[src/rtl/instruction_sequencer_if.sv]
// -----------------------------------------------------------------------------
// instruction_sequencer_if
//
// Purpose:
//   Instruction-memory read channel between the instruction sequencer
//   (master) and the instruction memory (slave). This is a simple
//   request/acknowledge handshake. The master holds memReq and memAddr
//   steady until it samples memAck. The slave drives memData in the same
//   cycle in which it raises memAck.
//
// Signals:
//   memReq   master -> slave   read request
//   memAddr  master -> slave   read address, valid while memReq=1
//   memAck   slave  -> master  memData is valid this cycle
//   memData  slave  -> master  read data byte
//
// Parameters:
//   PC_WIDTH  address width; must match the sequencer's PC_WIDTH
// -----------------------------------------------------------------------------
interface instruction_sequencer_if #(
  parameter int PC_WIDTH = 8
);

  logic                memReq;
  logic [PC_WIDTH-1:0] memAddr;
  logic                memAck;
  logic [7:0]          memData;

  // Sequencer side: it issues requests and consumes data.
  modport master (
    output memReq,
    output memAddr,
    input  memAck,
    input  memData
  );

  // Memory side: it answers requests.
  modport slave (
    input  memReq,
    input  memAddr,
    output memAck,
    output memData
  );

endinterface

[src/rtl/instruction_sequencer.sv]
// -----------------------------------------------------------------------------
// instruction_sequencer
//
// Purpose:
//   Fetch/decode/execute sequencer for the CPU's combinational control
//   unit. It owns the program counter and the instruction register. It
//   fetches opcode bytes, and optional immediate bytes, over the
//   instruction-memory handshake. It holds inst stable from DECODE through
//   EXEC, so the control unit's outputs can settle. It then raises execEn
//   for exactly one cycle, so that each instruction commits to the datapath
//   exactly once.
//
// Ports:
//   clk       in   system clock, rising edge
//   rst       in   asynchronous active-low reset
//   run       in   1 = keep sequencing; sampled only in IDLE and EXEC
//   mem       if   instruction-memory read channel (master modport)
//   genConst  in   control unit: current inst needs an immediate byte;
//                  sampled only in DECODE
//   inst      out  instruction register
//   constVal  out  last immediate byte fetched
//   execEn    out  one-cycle execute strobe
//   pc        out  program counter (address of the next byte to fetch)
//   halted    out  1 while stopped on HALT_OP
//
// Parameters:
//   PC_WIDTH  program counter / memory address width
//   HALT_OP   opcode that stops the sequencer until reset
// -----------------------------------------------------------------------------
module instruction_sequencer #(
  parameter int         PC_WIDTH = 8,
  parameter logic [7:0] HALT_OP  = 8'hFF
) (
  input  logic                  clk,
  input  logic                  rst,
  input  logic                  run,
  instruction_sequencer_if.master mem,
  input  logic                  genConst,
  output logic [7:0]            inst,
  output logic [7:0]            constVal,
  output logic                  execEn,
  output logic [PC_WIDTH-1:0]   pc,
  output logic                  halted
);

  typedef enum logic [2:0] {
    S_IDLE,
    S_FETCH,
    S_DECODE,
    S_IMM,
    S_EXEC,
    S_HALTED
  } state_t;

  localparam logic [PC_WIDTH-1:0] PC_ONE = {{(PC_WIDTH-1){1'b0}}, 1'b1};

  state_t              state_q, state_d;
  logic [PC_WIDTH-1:0] pc_q, pc_d;
  logic [7:0]          inst_q, inst_d;
  logic [7:0]          const_q, const_d;

  // State and datapath registers. Reset is asynchronous, so a reset that
  // arrives in the middle of a fetch drops memReq at once. Any later ack is
  // ignored, because the FSM is already back in IDLE.
  always_ff @(posedge clk or negedge rst) begin
    if (!rst) begin
      state_q <= S_IDLE;
      pc_q    <= '0;
      inst_q  <= 8'h00;
      const_q <= 8'h00;
    end else begin
      state_q <= state_d;
      pc_q    <= pc_d;
      inst_q  <= inst_d;
      const_q <= const_d;
    end
  end

  // Next-state logic. memAck matters only in FETCH and IMM, genConst only in
  // DECODE, and run only in IDLE and EXEC. If run drops mid-instruction, the
  // instruction still completes, including its immediate fetch and EXEC.
  // The PC addition wraps naturally at 2^PC_WIDTH.
  always_comb begin
    state_d = state_q;
    pc_d    = pc_q;
    inst_d  = inst_q;
    const_d = const_q;

    case (state_q)
      S_IDLE: begin
        if (run) begin
          state_d = S_FETCH;
        end
      end

      S_FETCH: begin
        if (mem.memAck) begin
          inst_d  = mem.memData;
          pc_d    = pc_q + PC_ONE;
          state_d = S_DECODE;
        end
      end

      // HALT wins over genConst, so a halt never triggers an immediate fetch.
      S_DECODE: begin
        if (inst_q == HALT_OP) begin
          state_d = S_HALTED;
        end else if (genConst) begin
          state_d = S_IMM;
        end else begin
          state_d = S_EXEC;
        end
      end

      S_IMM: begin
        if (mem.memAck) begin
          const_d = mem.memData;
          pc_d    = pc_q + PC_ONE;
          state_d = S_EXEC;
        end
      end

      S_EXEC: begin
        state_d = run ? S_FETCH : S_IDLE;
      end

      S_HALTED: begin
        state_d = S_HALTED;
      end

      default: begin
        state_d = S_IDLE;
      end
    endcase
  end

  // Strobes are decoded from registered state only, so nothing from the
  // inputs can glitch them.
  assign mem.memReq  = (state_q == S_FETCH) || (state_q == S_IMM);
  assign mem.memAddr = pc_q;
  assign execEn      = (state_q == S_EXEC);
  assign halted      = (state_q == S_HALTED);
  assign pc          = pc_q;
  assign inst        = inst_q;
  assign constVal    = const_q;

  // Structural invariants of the sequencing loop.
  a_exec_single : assert property (@(posedge clk) disable iff (!rst)
    execEn |=> !execEn);
  a_halt_sticky : assert property (@(posedge clk) disable iff (!rst)
    halted |=> halted);
  a_halt_quiet  : assert property (@(posedge clk) disable iff (!rst)
    halted |-> (!mem.memReq && !execEn));

endmodule
[src/flat_wrapper.sv]
// flat-port wrapper written by rule: the top's interface ports become plain ports
module instruction_sequencer_flat 
#(
  parameter int         PC_WIDTH = 8,
  parameter logic [7:0] HALT_OP  = 8'hFF
)
  (clk, rst, run, genConst, inst, constVal, execEn, pc, halted, mem_memReq, mem_memAddr, mem_memAck, mem_memData);
  instruction_sequencer_if #(.PC_WIDTH(PC_WIDTH)) mem_i ();
  input  logic clk;
  input  logic rst;
  input  logic run;
  input  logic genConst;
  output logic [7:0] inst;
  output logic [7:0] constVal;
  output logic execEn;
  output logic [PC_WIDTH-1:0] pc;
  output logic halted;
  output wire logic [$bits(mem_i.memReq)-1:0] mem_memReq;
  output wire logic [$bits(mem_i.memAddr)-1:0] mem_memAddr;
  input wire logic [$bits(mem_i.memAck)-1:0] mem_memAck;
  input wire logic [$bits(mem_i.memData)-1:0] mem_memData;
  assign mem_memReq = mem_i.memReq;
  assign mem_memAddr = mem_i.memAddr;
  assign mem_i.memAck = mem_memAck;
  assign mem_i.memData = mem_memData;
  instruction_sequencer #(.PC_WIDTH(PC_WIDTH), .HALT_OP(HALT_OP)) u_core (.clk(clk), .rst(rst), .run(run), .mem(mem_i), .genConst(genConst), .inst(inst), .constVal(constVal), .execEn(execEn), .pc(pc), .halted(halted));
endmodule
[config.mk]
export PLATFORM = sky130hd
export DESIGN_NAME = instruction_sequencer_flat
export DESIGN_NICKNAME = d
export VERILOG_FILES = /design/src/rtl/instruction_sequencer_if.sv /design/src/rtl/instruction_sequencer.sv /design/src/flat_wrapper.sv
export SDC_FILE = /design/constraint.sdc
export NUM_CORES = 1
export LEC_CHECK = 0
export BUFFER_PORTS_ARGS = -buffer_cell sky130_fd_sc_hd__buf_2
export CORE_ASPECT_RATIO = 1.1
export CORE_UTILIZATION = 40
export DETAILED_ROUTE_END_ITERATION = 10
export PLACE_DENSITY = 0.82
export SYNTH_ARGS = -nofsm -noshare
export SYNTH_HDL_FRONTEND = slang
export SYNTH_SLANG_ARGS = --single-unit
[constraint.sdc]
create_clock -name clk -period 1.3 [get_ports clk]
set_clock_uncertainty 0.15 [all_clocks]
set_input_delay 0.195 -clock clk [delete_from_list [all_inputs] [get_ports clk]]
set_output_delay 0.195 -clock clk [all_outputs]
set_load 0.05 [all_outputs]
After elaboration in Yosys (flattened, before gate mapping)
Cells that the tools add are included.

operators by class
  add/sub/neg operators = 1
  multipliers = 0
  divide/modulo/power cells = 0
  magnitude comparators = 0
  eq/ne operators = 9
  shift operators = 0
  mux-type cells = 7
  bitwise gates (word level) = 0
  reductions and logical operators = 7

operators by type and width
  kind                 count
  $pmux 3 s6           1
  $mux 3               5
  $add 8x1->8 const B  1
  $eq 8x8->1 const B   1
  $eq 3x2->1 const B   2
  $eq 3x3->1 const B   2
  $ne 2x2->1 const B   3
  $reduce_and 2->1     3
  $eq 3x1->1 const B   1
  $logic_not 3->1      1
  $reduce_and 3->1     1
  $reduce_or 2->1      1
  $logic_or 1x1->1     1
  $mux 1               1

word-level totals
  bits in registers = 27
  bits in latches = 0
  bits in writable memories = 0
  ROM bits = 0
  output and inout bits = 35
  word-level logic and storage cells = 28
  memories = 0

Logic depth before layout (Yosys ltp)
Gate-level depths: netlist of the first run.

  depth in word-level cells = 3
  mapped depth = 5

Least setup slack after synthesis of the first run
No wires, ideal clock.

  path kind = register to output
  start point = register u_core.state_q[1]
  end point = output port execEn
  arrival = 1.671 ns
  path slack = -0.716 ns
  cell stages (with the launch flop) = 3
  buffers on the path = 1
  path through = dfrtp_1 -> clkbuf_8 -> nor3b_1

on the way
  cells in the longest elaborated chain, start to end = 1

ends and longest elaborated chain
  what                      RTL line                      source
  start: declaration        instruction_sequencer.sv:57   state_t state_q, state_d;
  start signal: assignment  instruction_sequencer.sv:72   state_q <= state_d;
  $eq 3x3->1                instruction_sequencer.sv:141  assign execEn = (state_q == S_EXEC);
  end: declaration          flat_wrapper.sv:15            output logic execEn;

Every way passes these cells.

Final worst setup path of the first run
  start point = register u_core.state_q[0]
  end point = output port halted

on the way
  cells in the longest elaborated chain, start to end = 1

ends and longest elaborated chain
  what              RTL line                      source
  $eq 3x3->1        instruction_sequencer.sv:142  assign halted = (state_q == S_HALTED);
  end: declaration  flat_wrapper.sv:17            output logic halted;

Every way passes these cells.

==> flow_metrics.tcl, run 1 <==
set metrics [dict create \
    fp.dieW_um 56.0 \
    grt-ovfl-total 0 \
    relSlewSlack_pct 76.9 \
    ff2ff_path_depth 5 \
    yosysUniqueCellTypes 27 \
    violations "negative setup slack" \
    holdWs_ns 0.0548 \
    rrSetupSlack_ns -0.30 \
    max_freq_mhz 610 \
    min_to "u_core.state_q[0]" \
    post_drt_wl_per_cell_um 17.3 \
    crit_path_start_kind "register" \
    grt_max_degree 28 \
    floorplan.initialDensity_pct 42.2 \
    crit_path_end_kind "primary output" \
    synth_area_mm2 0.00128 \
    place_hpwl_mm 1.93 \
    place_congestion 0.829 \
    nets 202 \
    final_cell_mix "buf_6, buf_4, dfrtp_2, mux2_4, buf_2" \
    clk_latency_ns 0.33 \
    io_pins 48 \
    r2r-start "u_core.state_q[0]" \
    yosys_warnings 0 \
    worst_pin_slew_ns 0.346 \
    min_period_ns 1.64 \
    setup_violations 38 \
    status "finished, violations left" \
    hold_path_class "primary input to register" \
    grt_setup_unrepaired "yes" \
    die_h_um 61.4 \
    ant_nets 0 \
    synth_cells 95 \
    drv_slew 0 \
    r2r_end "u_core.state_q[2]" \
    coreArea_mm2 0.00305 \
    cts_root_buffer "clkbuf_4" \
    cp.required_ns 0.95 \
    grt_pass1_vias 1217 \
    drive_gt1_share_pct 74.9 \
    ys_ff_latch 27 \
    crit_fanout 5 \
    dr_total_vias 1128 \
    drc_errors 0 \
    drtIter0Drc 33 \
    cp.arrival_ns 1.29 \
    stdcell_area_mm2 0.00231 \
    grt_first_pass_wirelength_mm 5.73 \
    p_leak_nw 1.14 \
    rows 21 \
    cts_tree "yes" \
    antennaDiodeCount 0 \
    period_share_pct 126 \
    dieArea_mm2 0.00344 \
    final_util_pct 75.8 \
    port_buffers 47 \
    firstDrtPassIters 4 \
    syn-num-nets 109 \
    dpl_cell_area_mm2 0.00161 \
    clk_pin_slew_ns 0.15 \
    grt_usage_pct 21.9 \
    fin_ws_ns -0.338 \
    avgSynthCellArea_um2 13.5 \
    vias_per_cell 5.10 \
    final_common_cell "buf_6" \
    totalWireLength_mm 3.83 \
    cts.htree.levels 1 \
    ys_seq_area_share_pct 52.6 \
    powerDensity_mw_per_mm2 2900 \
    clock-sinks 27 \
    cts_buffer_depth 2 \
    antenna_found_initial 0 \
    worstSetupPathType "register to primary output" \
    hold_path_depth 3 \
    synthToLayoutAreaGrowth_pct 79.8 \
    hp-start "run" \
    cts_made_buffers 3 \
    peakVddDrop_uv 2210 \
    cap_violations 0 \
    hold_violations 0 \
]
## cells in the mapped netlist, drive strengths merged
cell type / number / area share (%)
dfrtp: 27 / 53
o211ai: 1 / 0.58
buf: 10 / 6.1
and3: 2 / 0.97
nand2: 6 / 3.0
nand4b: 1 / 0.68
a221o: 1 / 0.88
nor2b: 1 / 0.49
xor2: 3 / 2.0
o21ai: 2 / 0.78
nand3: 1 / 0.39
mux2: 16 / 16
and3b: 2 / 1.4
nor2: 2 / 0.78
nand3b: 1 / 1.6
nand4: 6 / 2.9
nor3b: 3 / 1.8
or3: 1 / 0.49
clkbuf: 1 / 1.1
a21oi: 1 / 0.39
ha: 1 / 0.97
nor3: 1 / 0.39
xnor2: 5 / 3.4
## critical path, stage by stage, from the launching register on
cell and delay, ns:
dfrtp_1 0.43, buf_6 0.14, and3b_2 0.23, buf_8 0.15
## cells by family (layout without fill, tap and decap cells)
family                     count (synthesis)  after routing  share of synthesized area [%]
xor gates and xnor gates                   8              8                           5.45
and+or+nand+nor                           27             27                           14.8
muxes                                     16             16                           16.4
adders and majority gates                  1              1                          0.974
buffers and inverters                     11            103                           7.20
DFF                                       27             27                           52.6
AOI/OAI and AO/OA                          5              5                           2.63
## stage by stage
step                      TNS (ns)  setup slack (ns)  power, mW  cells
after floorplan              -2.44            -0.138       4.14     95
after detailed placement     -3.68            -0.189       4.77    176
after global routing         -8.92            -0.362       6.97    221
final                        -7.01            -0.338       6.69    221
after global placement       -2.27            -0.116       4.70    176
after CTS                    -6.02            -0.313       6.24    213
## final cells by class
type	count	area [um^2]
repair buffers	99	922
fillers	189	737
flip-flops and latches	27	696
multi-input cells	57	623
well taps	34	42.5
clock buffers	3	22.5
clock inverters	1	5.00
## metal layers
layer	part of all wire, %	track usage, %	routed length (um)	vias to the layer above
met4	1.5	5.57	56	0
met5	0	0	0	-
met2	58	46.1	2210	57
met1	35	22.8	1340	550
li1	-	-	-	513
met3	5.6	3.57	213	8
## registers in the layout, summed over array words and instances, names as in the netlist
| register | cells |
|---|---|
| u_core.constVal | 8 |
| u_core.inst | 8 |
| u_core.mem.memAddr | 8 |
| u_core.state_q | 3 |
## what timing repair did
action                                  4_1_cts  5_1_grt
resized for setup                            83       16
endpoints found under the setup margin       60       62
hold buffers                                 10        0
cloned                                        0        0
hold endpoints to repair                     44        0
pin swaps                                    13        5
setup buffers                                23        9
## report_power, final
part           switching (mW)  internal [mW]
clock                   0.254          0.116
combinational            2.53           2.16
sequential              0.391           1.25
## how the worst max path moves through the flow
stage          depth (start not counted)         startpoint            endpoint  slack [ns]
6_report                               3  u_core.state_q[0]              halted       -0.34
5_1_grt                                3  u_core.state_q[0]              halted       -0.36
4_1_cts                                3  u_core.state_q[0]              halted       -0.31
3_5_place_dp                           3  u_core.state_q[2]  u_core.constVal[3]       -0.19
3_3_place_gp                           3  u_core.state_q[2]  u_core.constVal[7]       -0.12
2_1_floorplan                          5  u_core.state_q[0]  u_core.constVal[0]       -0.14
Note: power is estimated with default switching activity, not from simulation.
==> run 2, diff against run 1 <==
--- a/config.mk
+++ b/config.mk
@@ -6,10 +6,12 @@
 export NUM_CORES = 1
 export LEC_CHECK = 0
 export BUFFER_PORTS_ARGS = -buffer_cell sky130_fd_sc_hd__buf_2
+export CELL_PAD_IN_SITES_DETAIL_PLACEMENT = 2
+export CELL_PAD_IN_SITES_GLOBAL_PLACEMENT = 2
 export CORE_ASPECT_RATIO = 1.1
-export CORE_UTILIZATION = 40
+export CORE_UTILIZATION = 28
 export DETAILED_ROUTE_END_ITERATION = 10
-export PLACE_DENSITY = 0.82
+export PLACE_DENSITY = 0.87
 export SYNTH_ARGS = -nofsm -noshare
 export SYNTH_HDL_FRONTEND = slang
 export SYNTH_SLANG_ARGS = --single-unit
==> constraint.sdc (replaced) <==
create_clock -name clk -period 1.4 [get_ports clk]
set_clock_uncertainty 0.15 [all_clocks]
set_input_delay 0.21 -clock clk [delete_from_list [all_inputs] [get_ports clk]]
set_output_delay 0.21 -clock clk [all_outputs]
set_load 0.05 [all_outputs]
==> run 2 against run 1 <==
  * The flow still finishes with violations (negative setup slack)
  * Die area up 41%
  * Critical path depth unchanged
  * Critical endpoint unchanged
  * Non-clock buffer count down 38
  * Core utilization down 34 points
  * Final cell count down 8.1%
  * Via count down 16%
  * Setup slack better by 0.14 ns
  * Final area down 22%
  * Hold slack worse by 0.036 ns
==> flow_metrics.tcl, run 2 (same netlist as run 1, synthesis figures left out) <==
set metrics [dict create \
    cts.htree.levels 1 \
    grt_usage_pct 15.7 \
    final_common_cell "buf_2" \
    period_share_pct 114 \
    status "finished, violations left" \
    cts_buffer_depth 2 \
    vias_per_cell 4.66 \
    ant_nets 0 \
    floorplan.initialDensity_pct 29.6 \
    r2r-start "u_core.state_q[0]" \
    place_hpwl_mm 2.56 \
    cp.required_ns 1.04 \
    port_buffers 47 \
    worstPathCellList "buf_6 > and3b_2 > buf_8" \
    post_drt_wl_per_cell_um 16.1 \
    hold_path_class "primary input to register" \
    hp-start "mem_memData[7]" \
    final_util_pct 41.4 \
    crit_path_start_kind "register" \
    fp.dieW_um 66.6 \
    grt_pass1_vias 1106 \
    final_cell_mix "buf_2, dfrtp_2, dfrtp_1, buf_6" \
    clk_pin_slew_ns 0.09 \
    holdWs_ns 0.0187 \
    antennaDiodeCount 0 \
    drive_gt1_share_pct 71.1 \
    rows 25 \
    cts_made_buffers 3 \
    relSlewSlack_pct 59.7 \
    drv_slew 0 \
    dieArea_mm2 0.00486 \
    grt_max_degree 28 \
    clk_latency_ns 0.28 \
    nets 164 \
    dr_total_vias 945 \
    grt_first_pass_wirelength_mm 5.49 \
    min_period_ns 1.60 \
    clock-sinks 27 \
    stdcell_area_mm2 0.00180 \
    worstSetupPathType "register to primary output" \
    slowest_stage "dfrtp_2" \
    totalWireLength_mm 3.28 \
    max_stage_delay_ns 0.46 \
    cts_tree "yes" \
    setup_violations 25 \
    hold_violations 0 \
    dpl_cell_area_mm2 0.00161 \
    place_congestion 0.781 \
    grt_setup_unrepaired "yes" \
    cp.arrival_ns 1.24 \
    drc_errors 0 \
    synthToLayoutAreaGrowth_pct 40.0 \
    crit_path_end_kind "primary output" \
    coreArea_mm2 0.00435 \
    grt-ovfl-total 0 \
    max_freq_mhz 625 \
    die_h_um 73.1 \
    worst_pin_slew_ns 0.605 \
    crit_fanout 4 \
    antenna_found_initial 0 \
    violations "negative setup slack" \
    firstDrtPassIters 2 \
    io_pins 48 \
    drtIter0Drc 13 \
    cts_root_buffer "clkbuf_8" \
    fin_ws_ns -0.200 \
    startpoint "u_core.state_q[0]" \
    cap_violations 0 \
]
run 2: worst paths after layout:
check | end | slack (ns) | cells past startpoint
min in group asynchronous | u_core.mem.memAddr[3] | 0.32 | 2
max in group asynchronous | u_core.mem.memAddr[0] | 0.35 | 2
worst min-delay path | u_core.constVal[7] | 0.02 | 2
worst max-delay path | halted | -0.20 | 3
worst min register to register | u_core.mem.memAddr[7] | 0.34 | 1
worst max register to register | u_core.constVal[6] | -0.16 | 4
run 2: layout make-up:
cell class              instances  area [um^2]
fillers                       454         2550
flip-flops and latches         27          696
multi-input cells              57          547
repair buffers                 61          443
well taps                      54         67.6
clock buffers                   3         41.3
clock inverters                 1         5.00
run 2: per-layer routing:
metal / vias up / track usage [%] / wire length [um]
met5: - / 0 / 0
met4: 0 / 6.86 / 54
met1: 463 / 16.7 / 1290
met2: 43 / 28.5 / 1730
li1: 434 / - / -
met3: 5 / 4.22 / 201
run 2: repair_timing:
item                                   CTS  global route
hold buffers                             1             0
pin swaps                                3             4
endpoints found under the hold margin   27             0
setup endpoints to repair               30            36
setup buffers                            3             0
gates resized for setup                 22            12
run 2: per-stage QoR:
step | setup slack (ns) | setup TNS (ns) | std cells
final | -0.200 | -2.78 | 203
after global routing | -0.254 | -4.06 | 203
after CTS | -0.217 | -2.97 | 203
after detailed placement | -0.106 | -1.63 | 195
after global placement | -0.0541 | -0.644 | 195
after floorplan | -0.136 | -1.30 | 95
run 2: critical path: cells and delay by family (launching register included):
family,cells,cell delay (ns)
simple gates,1,0.22
flops,1,0.46
buf+inv,2,0.28
Power of run 2 is left out: the tool's default activity adds up to more than one toggle a clock period on the data nets, which glitch-free logic cannot reach.
